**config.mk**
```make
export PLATFORM = sky130hd
export DESIGN_NAME = dmem_arbiter
export DESIGN_NICKNAME = d
export VERILOG_FILES = /design/src/rtl/dmem_arbiter.sv
export SDC_FILE = /design/constraint.sdc
export NUM_CORES = 1
export LEC_CHECK = 0
export CAP_MARGIN = 5
export CORE_MARGIN = 2
export CORE_UTILIZATION = 41
export DETAILED_ROUTE_END_ITERATION = 6
export PLACE_DENSITY = 0.89
export SYNTH_ARGS = -nofsm -noshare
export SYNTH_HDL_FRONTEND = slang
export SYNTH_SLANG_ARGS = --single-unit
```
**constraint.sdc**
```tcl
create_clock -name clk -period 2.1 [get_ports clk]
set_clock_uncertainty 0.1 [all_clocks]
set_input_delay 0.63 -clock clk [delete_from_list [all_inputs] [get_ports clk]]
set_output_delay 0.63 -clock clk [all_outputs]
set_load 0.005 [all_outputs]
```
**src/rtl/dmem_arbiter.sv**
```systemverilog
// Two-port arbiter and access sequencer for a single-port data memory.
// Optional DMEM_ARB_RR_EN selects round-robin arbitration instead of fixed priority with starvation forcing.
module dmem_arbiter #(
    parameter int AW           = 12,
    parameter int DW           = 32,
    parameter int STARVE_LIMIT = 4
) (
    input  logic          clk,
    input  logic          reset,
    input  logic          req0,
    input  logic          req1,
    input  logic          we0,
    input  logic          we1,
    input  logic [AW-1:0] addr0,
    input  logic [AW-1:0] addr1,
    input  logic [DW-1:0] wdata0,
    input  logic [DW-1:0] wdata1,
    output logic          gnt0,
    output logic          gnt1,
    output logic          rvalid0,
    output logic          rvalid1,
    output logic [DW-1:0] rdata0,
    output logic [DW-1:0] rdata1,
    output logic [AW-1:0] mem_addr,
    output logic [DW-1:0] mem_write_data,
    output logic          mem_write,
    output logic          mem_read,
    input  logic [DW-1:0] mem_read_data
);

    typedef enum logic {
        IDLE   = 1'b0,
        ACCESS = 1'b1
    } state_t;

    state_t state;
    logic   sel;
    logic   pick1;

`ifdef DMEM_ARB_RR_EN
    // ptr names the port preferred on the next tie (the one that lost last time)
    logic ptr;

    always_comb begin
        pick1 = 1'b0;
        if (req1 && (!req0 || ptr))
            pick1 = 1'b1;
    end
`else
    localparam int CW = (STARVE_LIMIT < 1) ? 1 : $clog2(STARVE_LIMIT + 1);

    logic [CW-1:0] starve_cnt;
    logic          starved;

    assign starved = (STARVE_LIMIT > 0) && (starve_cnt == CW'(STARVE_LIMIT));

    always_comb begin
        pick1 = 1'b0;
        if (req1 && (!req0 || starved))
            pick1 = 1'b1;
    end
`endif

    always_ff @(posedge clk) begin
        if (reset) begin
            state          <= IDLE;
            sel            <= 1'b0;
            gnt0           <= 1'b0;
            gnt1           <= 1'b0;
            rvalid0        <= 1'b0;
            rvalid1        <= 1'b0;
            rdata0         <= '0;
            rdata1         <= '0;
            mem_addr       <= '0;
            mem_write_data <= '0;
            mem_write      <= 1'b0;
            mem_read       <= 1'b0;
`ifdef DMEM_ARB_RR_EN
            ptr            <= 1'b0;
`else
            starve_cnt     <= '0;
`endif
        end else begin
            gnt0    <= 1'b0;
            gnt1    <= 1'b0;
            rvalid0 <= 1'b0;
            rvalid1 <= 1'b0;
            case (state)
                IDLE: begin
                    if (req0 || req1) begin
                        sel            <= pick1;
                        gnt0           <= !pick1;
                        gnt1           <= pick1;
                        mem_addr       <= pick1 ? addr1 : addr0;
                        mem_write_data <= pick1 ? wdata1 : wdata0;
                        mem_write      <= pick1 ? we1 : we0;
                        mem_read       <= pick1 ? !we1 : !we0;
                        state          <= ACCESS;
`ifdef DMEM_ARB_RR_EN
                        ptr            <= !pick1;
`endif
                    end else begin
                        mem_write <= 1'b0;
                        mem_read  <= 1'b0;
                    end
`ifndef DMEM_ARB_RR_EN
                    // req1 high and not picked implies port 0 won this arbitration
                    if (!req1 || pick1)
                        starve_cnt <= '0;
                    else if (starve_cnt != '1)
                        starve_cnt <= starve_cnt + 1'b1;
`endif
                end
                ACCESS: begin
                    if (mem_read) begin
                        if (sel) begin
                            rdata1  <= mem_read_data;
                            rvalid1 <= 1'b1;
                        end else begin
                            rdata0  <= mem_read_data;
                            rvalid0 <= 1'b1;
                        end
                    end
                    mem_write <= 1'b0;
                    mem_read  <= 1'b0;
                    state     <= IDLE;
                end
                default: state <= IDLE;
            endcase
        end
    end

endmodule

```
# Word-level counts from Yosys, hierarchy flattened
# Cells that the tools add are included.
# word_totals
rom_bits	0
in_bits	126
output_inout_bits	114
latchBits	0
regBits	119
mem_bits_rw	0
elab_cells	51
memories	0
# classes
div	0
bitwise_logic	4
reduce_logical	16
n_mul	0
n_addsub	1
eq_ne	2
shifts	0
n_mux	15
order_cmp	0
# op_table
op	count
two-way mux 32 bit	1
two-way mux 12 bit	1
two-way mux 1 bit	8
two-way mux 3 bit	2
one-hot mux 1 bit (2 select lines)	3
AND reduction 3 bit	2
OR reduction 3 bit	2
logical NOT 1 bit	5
NOT 1 bit	4
AND reduction 2 bit	2
adder 3 x 1 -> 3 bit, second input constant	1
== test 3 bit, second input constant	1
logical OR 1 bit	3
!= test 3 bit, second input constant	1
nonzero test 2 bit	1
logical AND 1 bit	1

# Longest topological paths before layout
# Gate-level depths: netlist of the first run.
# logic_depth
ltp_word	7
ltp_mapped	7
depth_no_buf	5

# Worst setup path after synthesis of the first run
# OpenSTA, ideal clock, no wires.
# synth_timing
path_type	input-to-reg
start	in req1
end	reg mem_addr[0]
n_path_buf	4
path_stages	6
setup_time_ps	89
arrival_ps	1476
path_slack_ps	435
cell_sequence	buf_6 o21ba_1 buf_6 buf_6 buf_6 a311oi_2
# synth_between
elab_chain_len	3
elab_cells_between_ends	5
# synth_lines
element	line_no	source
start, declared	11	input logic req1,
logical AND 1 bit	59	if (req1 && (!req0 || starved))
two-way mux 1 bit	59	
two-way mux 12 bit	94	mem_addr <= pick1 ? addr1 : addr0;
end signal, assigned	94	
end, declared	24	output logic [AW-1:0] mem_addr,
# Several ways; a longest one is shown, not always the timed one.
# A chain may end at the register's enable or synchronous reset.

# Worst setup path in the final report of the first run
# layout_timing
start	reg mem_write_data[2]
end	out mem_write_data[2]
# layout_lines
element	line_no	source
start, declared	25	output logic [DW-1:0] mem_write_data,
start signal, assigned	95	mem_write_data <= pick1 ? wdata1 : wdata0;
# No word-level cell between the ends.

==> results of run 1 <==
[metrics by stage]
step                TNS, ns  utilization  std cells  setup WS, ns  total power, mW
global placement     -2.425       0.6368        922      -0.07521            3.341
floorplan                 0            -        579        0.4350            2.837
detailed placement   -3.558       0.6368        922       -0.1182            3.356
global route              0       0.6921        953       0.01840            6.666
finish                    0       0.6921        953       0.07099            6.428
CTS                       0       0.6919        953       0.03208            6.475
[kinds of logic after synthesis]
logic type / synth area share
simple gates: 0.1976
compound gates: 0.2345
mux: 0.002304
buf+inv: 0.07040
flops: 0.4875
fa+ha+maj: 0.007681
[Yosys cell counts (all sizes together)]
cell    count
a211oi      1
a21bo       1
a21boi      2
a21oi      65
a22o        2
a311oi     44
and3        2
and3b       1
buf        35
clkbuf     23
dfxtp     119
ha          3
inv         4
mux2        1
nand2     129
nand3      47
nand3b      2
nor2       48
nor4        1
nor4b       1
o21ai      45
o21ba       1
o21bai      1
o22ai       1
[cell usage in the layout, fill, tap and decap left out, types with 3 or more instances in the layout]
| cell type | instances |
|---|---|
| nor2_1 | 48 |
| buf_12 | 5 |
| buf_4 | 15 |
| nand3_1 | 47 |
| a21oi_1 | 65 |
| inv_6 | 3 |
| dfxtp_1 | 119 |
| bufinv_16 | 4 |
| nand2_1 | 129 |
| clkbuf_16 | 17 |
| ha_1 | 3 |
| a311oi_2 | 20 |
| a311oi_1 | 24 |
| clkdlybuf4s50_1 | 236 |
| inv_1 | 3 |
| clkinv_4 | 5 |
| o21ai_0 | 44 |
[what timing repair did]
item | 4_1_cts | 5_1_grt
resized for setup | 0 | 1
setup endpoints to repair | 0 | 1
hold endpoints to repair | 0 | 0
[report_power, final]
| group | total [mW] | leakage, nW | switching (mW) | internal [mW] |
|---|---|---|---|---|
| sequential | 2.42 | 0.972 | 0.0588 | 2.37 |
| clock | 3.12 | 0.311 | 1.09 | 2.03 |
| combinational | 0.886 | 1.53 | 0.362 | 0.524 |
| total | 6.43 | 2.81 | 1.51 | 4.92 |
[routing by layer]
layer  track usage  part of all wire  wire length [µm]  up-vias
met3       0.09213              0.11              1611       17
met5             0                 0                 0        -
li1              -                 -                 -     2451
met1        0.2619              0.38              5749     2372
met4       0.07886             0.016               242        0
met2        0.4048              0.49              7396      238
[state kept, by name, summed over array words and instances, names as in the netlist]
| signal | flops |
|---|---|
| gnt0 | 1 |
| gnt1 | 1 |
| mem_addr | 12 |
| mem_read | 1 |
| mem_write | 1 |
| mem_write_data | 32 |
| rdata0 | 32 |
| rdata1 | 32 |
| rvalid0 | 1 |
| rvalid1 | 1 |
| sel | 1 |
| starve_cnt | 3 |
| state | 1 |
[layout make-up]
class	instances	area (µm²)	area share
Clock buffer	18	439.2	0.05510
Clock inverter	13	195.2	0.02449
Sequential cell	119	2382	0.2989
Timing Repair Buffer	258	2592	0.3253
Tap cell	143	178.9	0.02245
Multi-Input combinational cell	398	2167	0.2719
Inverter	4	15.01	0.001884
[how the worst max path moves through the flow]
stage / slack (ns) / cells past startpoint / endpoint
finish: 0.07 / 1 / mem_write_data[2]
global route: 0.02 / 1 / mem_write_data[2]
CTS: 0.03 / 1 / mem_read
detailed placement: -0.12 / 6 / mem_write_data[29]$_SDFFE_PP0P_
global placement: -0.08 / 5 / starve_cnt[0]$_SDFFE_PP0P_
floorplan: 0.44 / 6 / mem_addr[0]$_SDFFE_PP0P_
==> key figures, run 1 <==
Run status
  – Status: finished with violations
  – Failing checks: DRC

Power and ir drop
  – Standby leakage power: 2.813 nW
  – Peak supply drop: 458.4 µV
  – Power Density: 806.5 nW/µm²

Routing
  – Average wire per standard cell: 15.74 µm
  – Post-route ant nets: 0
  – Vias per std cell: 5.328
  – Drt total wl: 15000 µm
  – Residual DRC: 20
  – Number of iterations in the first detailed-routing pass: 7
  – Via Count: 5078
  – Violation count after the first detailed-routing iteration: 417

Global routing
  – Largest net degree at the start of global routing: 68
  – Overflow left after global routing: 0
  – First-pass GRT wire length: 24030 µm
  – Tot GR Track Use: 0.2336
  – Antenna violations before repair: 0
  – Vias in the first global route: 4998

Place
  – Area after DPL: approximately 7300 µm²
  – GPL Wtd Cong: 0.8292
  – Post-DP HPWL: 10360 µm
  – PortBufs: 239

Timing
  – Worst hold slack: ~0.35 ns
  – Setup violations, final: 0
  – Fmax: 492.9 MHz
  – Fin crit share: 0.9662
  – Slew Viols, Final: 0
  – Worst rel slew slack: 0.5908
  – RSZ-0062 raised after global routing: no
  – Number of hold violations in the final report: 0
  – Worst slew pin tran: 0.6137 ns
  – Tmin final: 2.029 ns

Final layout
  – Final Instance Area: 7970 µm²
  – Layout Nets: 927
  – Inserted Diodes: 0
  – Filler cells: 870
  – Area delta synth->final: 63.08%
  – Fraction of layout cells with a size suffix above 1: 0.09630

Setup path
  – CP max stage delay: 0.53 ns
  – CP required: 1.37 ns
  – Crit-path cells: clkdlybuf4s50_1
  – Cell family with most CP delay: buffers and inverters
  – Slowest stage cell, crit path: clkdlybuf4s50_1
  – Worst Path Buf+Inv: 1
  – Worst Setup End Kind: output pin
  – Worst R2R End: mem_write_data[29]$_SDFFE_PP0P_
  – Critical Path AT: 1.30 ns
  – R2R setup slack: 0.44 ns
  – Crit Reg-Reg Startpoint: starve_cnt[1]$_SDFFE_PP0P_
  – Worst Setup Start Kind: register
  – Crit Path Category: reg2out
  – Reg2Reg Depth: 6
  – CP max FO: 2
  – Launch point of the worst path: mem_write_data[2]$_SDFFE_PP0P_

Clocking
  – Clk sinks: 119
  – Hold_buf cts: 0
  – CTS Buffer Depth: 2
  – Cts bufs inserted: 17
  – CTS tree: done
  – Post-CTS setup buffer count: 0
  – Root Buffer: clkbuf_16
  – H-tree depth: 4
  – Worst skew pair latency: 0.40 ns
  – Clk slew on worst S/H paths: 0.06 ns

Synthesis
  – Cells after synthesis: 579
  – Top-area cell type share of the netlist area: 0.4875
  – Yosys warnings: 0
  – Cell taking the most area after synthesis: dfxtp_1
  – Sequential area share after synthesis: 0.4875
  – Post-Syn Nets: ~710
  – Unique cell type count in the Yosys netlist: 32
  – Mean Syn Cell Area: roughly 8.4 µm²
  – Synth top area cells: dfxtp_1, nand2_1, a21oi_1
  – Synthesized flop and latch total: 119
  – Post-synthesis cell area: 4887 µm²

Floorplan
  – Starting Density: 0.4244
  – Die ar.: between 10000 and 15000 µm²
  – DIE HEIGHT: 113.2 µm
  – Core area: 11520 µm²
  – Die Span X: about 110 µm
  – Num ports: between 200 and 250
  – Row Count: 39

Run
  – Max-cap violations: 0

Worst hold path
  – Worst hold start: rdata0[16]$_SDFFE_PP0P_
  – HP Class: reg2reg
  – WHS Endpoint: rdata0[16]$_SDFFE_PP0P_
  – Hold Path Depth: 2
Power figures use the tool's default switching activity.
==> run 2, diff against run 1 <==
Settings changed: MAX_ROUTING_LAYER from default to met4.
==> run 2 against run 1 <==
Largest power group unchanged. Sequential share of layout area stayed put. Via count is 0.81% higher. Sequential cell count stayed put. Total power hardly changed. Register-to-register slack hardly changed. Highest routed layer unchanged. Sequential power hardly changed. The run still ends with DRC left. Critical path depth stayed put. Count of clock-buffer cells in the layout stayed put. Non-clock buffer count stayed put.
==> key figures, run 2 (synthesis gave the netlist of run 1 again) <==
Global routing
  – Overflow left after global routing: 0
  – First-pass GRT wire length: 23960 µm
  – Vias in the first global route: 5011
  – Tot GR Track Use: 0.2408
  – Largest net degree at the start of global routing: roughly 70
  – Antenna violations before repair: 0

Final layout
  – Final core occ: 0.6921
  – Fin cells: between 900 and 1000
  – Area occupied by multi-input gates: 2167 µm²
  – Top flop regs: mem_write_data (32), rdata0 (32), rdata1 (32)
  – Most common cell after layout, fill and taps aside: clkdlybuf4s50_1
  – Layout Nets: ~900
  – Most frequent cells in the layout: clkdlybuf4s50_1, nand2_1, dfxtp_1
  – Fraction of layout cells with a size suffix above 1: 0.09630
  – Inserted Diodes: 0
  – Area delta synth->final: 63.08%
  – Reg area: 2382 µm²
  – Filler cells: 870
  – Final Instance Area: 7970 µm²

Timing
  – Worst slew pin tran: about 0.6 ns
  – Fmax: 491.6 MHz
  – Fin crit share: 0.9686
  – Setup violations, final: 0
  – Worst rel slew slack: 0.5959
  – RSZ-0062 raised after global routing: no
  – Tmin final: 2.034 ns
  – Slew Viols, Final: 0
  – Number of hold violations in the final report: 0
  – Worst hold slack: roughly 0.35 ns
  – Final worst slack: 0.06599 ns

Setup path
  – Launch point of the worst path: mem_write_data[2]$_SDFFE_PP0P_
  – Worst Setup End Kind: output pin
  – Worst Setup Start Kind: register
  – CP max stage delay: 0.54 ns
  – Slowest stage cell, crit path: clkdlybuf4s50_1
  – Worst Path Buf+Inv: 1
  – CP max FO: 2
  – Cell family with most CP delay: buffers and inverters
  – Critical Path AT: 1.30 ns
  – Crit Path Category: reg2out
  – Crit Reg-Reg Startpoint: starve_cnt[1]$_SDFFE_PP0P_
  – CP required: 1.37 ns
  – Crit-path cells: clkdlybuf4s50_1

Routing
  – Vias per std cell: 5.371
  – Drt total wl: ~15000 µm
  – Residual DRC: 20
  – Number of iterations in the first detailed-routing pass: 7
  – Via Count: 5119
  – Post-route ant nets: 0
  – Violation count after the first detailed-routing iteration: 437
  – Average wire per standard cell: roughly 16 µm

Worst hold path
  – HP Class: reg2reg
  – Worst hold start: rdata1[25]$_SDFFE_PP0P_

Floorplan
  – Num ports: 240
  – Die Span X: 113.2 µm
  – Row Count: 39
  – DIE HEIGHT: 113.2 µm
  – Starting Density: 0.4244
  – Die ar.: 12810 µm²
  – Core area: 11520 µm²

Place
  – Placed cell count: 922
  – Setup WS pre-CTS: -0.1182 ns
  – PortBufs: 239
  – GPL Wtd Cong: roughly 0.84
  – Post-DP HPWL: between 10000 and 15000 µm
  – Area after DPL: roughly 7300 µm²

Power and ir drop
  – Sw Pwr: 1.511 mW
  – Power Density: between 800 and 900 nW/µm²
  – Logic pwr share: 0.138
  – Standby leakage power: 2.813 nW
  – Peak supply drop: 458.7 µV
  – Switching share of total power: 0.2350
  – P_int: 4.919 mW
  – Clock Power Share: 0.485
  – Reg power frac: 0.377

Clocking
  – Cts bufs inserted: 17
  – CTS tree: done
  – H-tree depth: 4
  – Clk sinks: 119
  – CTS Buffer Depth: 2
  – Hold_buf cts: 0
  – Root Buffer: clkbuf_16
  – Worst skew pair latency: 0.40 ns
  – Clk slew on worst S/H paths: 0.06 ns

Run status
  – Status: finished with violations
  – Failing checks: DRC

Run
  – Max-cap violations: 0
[run 2: cell counts in the layout (fill, tap and decap cells not counted)]
Identical to the previous run, type by type.
[run 2: layout make-up]
cell class                 count  area share
clock buffer                  18     0.05510
clock inverter                13     0.02449
inverter                       4    0.001884
multi-input combinational    398      0.2719
sequential                   119      0.2989
tap                          143     0.02245
timing repair buffer         258      0.3253
[run 2: worst paths after layout]
kind	to	slack [ns]	depth (start not counted)
worst max-delay path	mem_write_data[2]	0.07	1
worst min-delay path	rdata1[25]$_SDFFE_PP0P_	0.35	2
worst max register to register	mem_write_data[29]$_SDFFE_PP0P_	0.44	6
worst min register to register	rdata1[25]$_SDFFE_PP0P_	0.35	2
[run 2: per-layer routing]
layer	vias up	track usage	routed length (µm)
met5	-	-	0
met4	0	0.07886	222
met3	17	0.07499	1574
met2	259	0.4040	7412
met1	2392	0.2743	5849
li1	2451	-	-
[run 2: what timing repair did]
item,in CTS,in global routing
resized for setup,0,1
setup buffers,0,0
setup endpoints to repair,0,1
[run 2: through the flow]
stage               setup TNS (ns)  total power, mW
finish                           0            6.430
global route                     0            6.666
CTS                              0            6.475
detailed placement          -3.558            3.356
global placement            -2.425            3.341
floorplan                        0            2.837
[run 2: power groups by stage]
stage,combinational [mW],clock (mW),sequential [mW]
4_1_cts,0.891,3.16,2.42
2_1_floorplan,0.364,0,2.47
6_report,0.887,3.12,2.42
3_5_place_dp,0.884,0,2.47
5_1_grt,0.957,3.27,2.44
3_3_place_gp,0.874,0,2.47
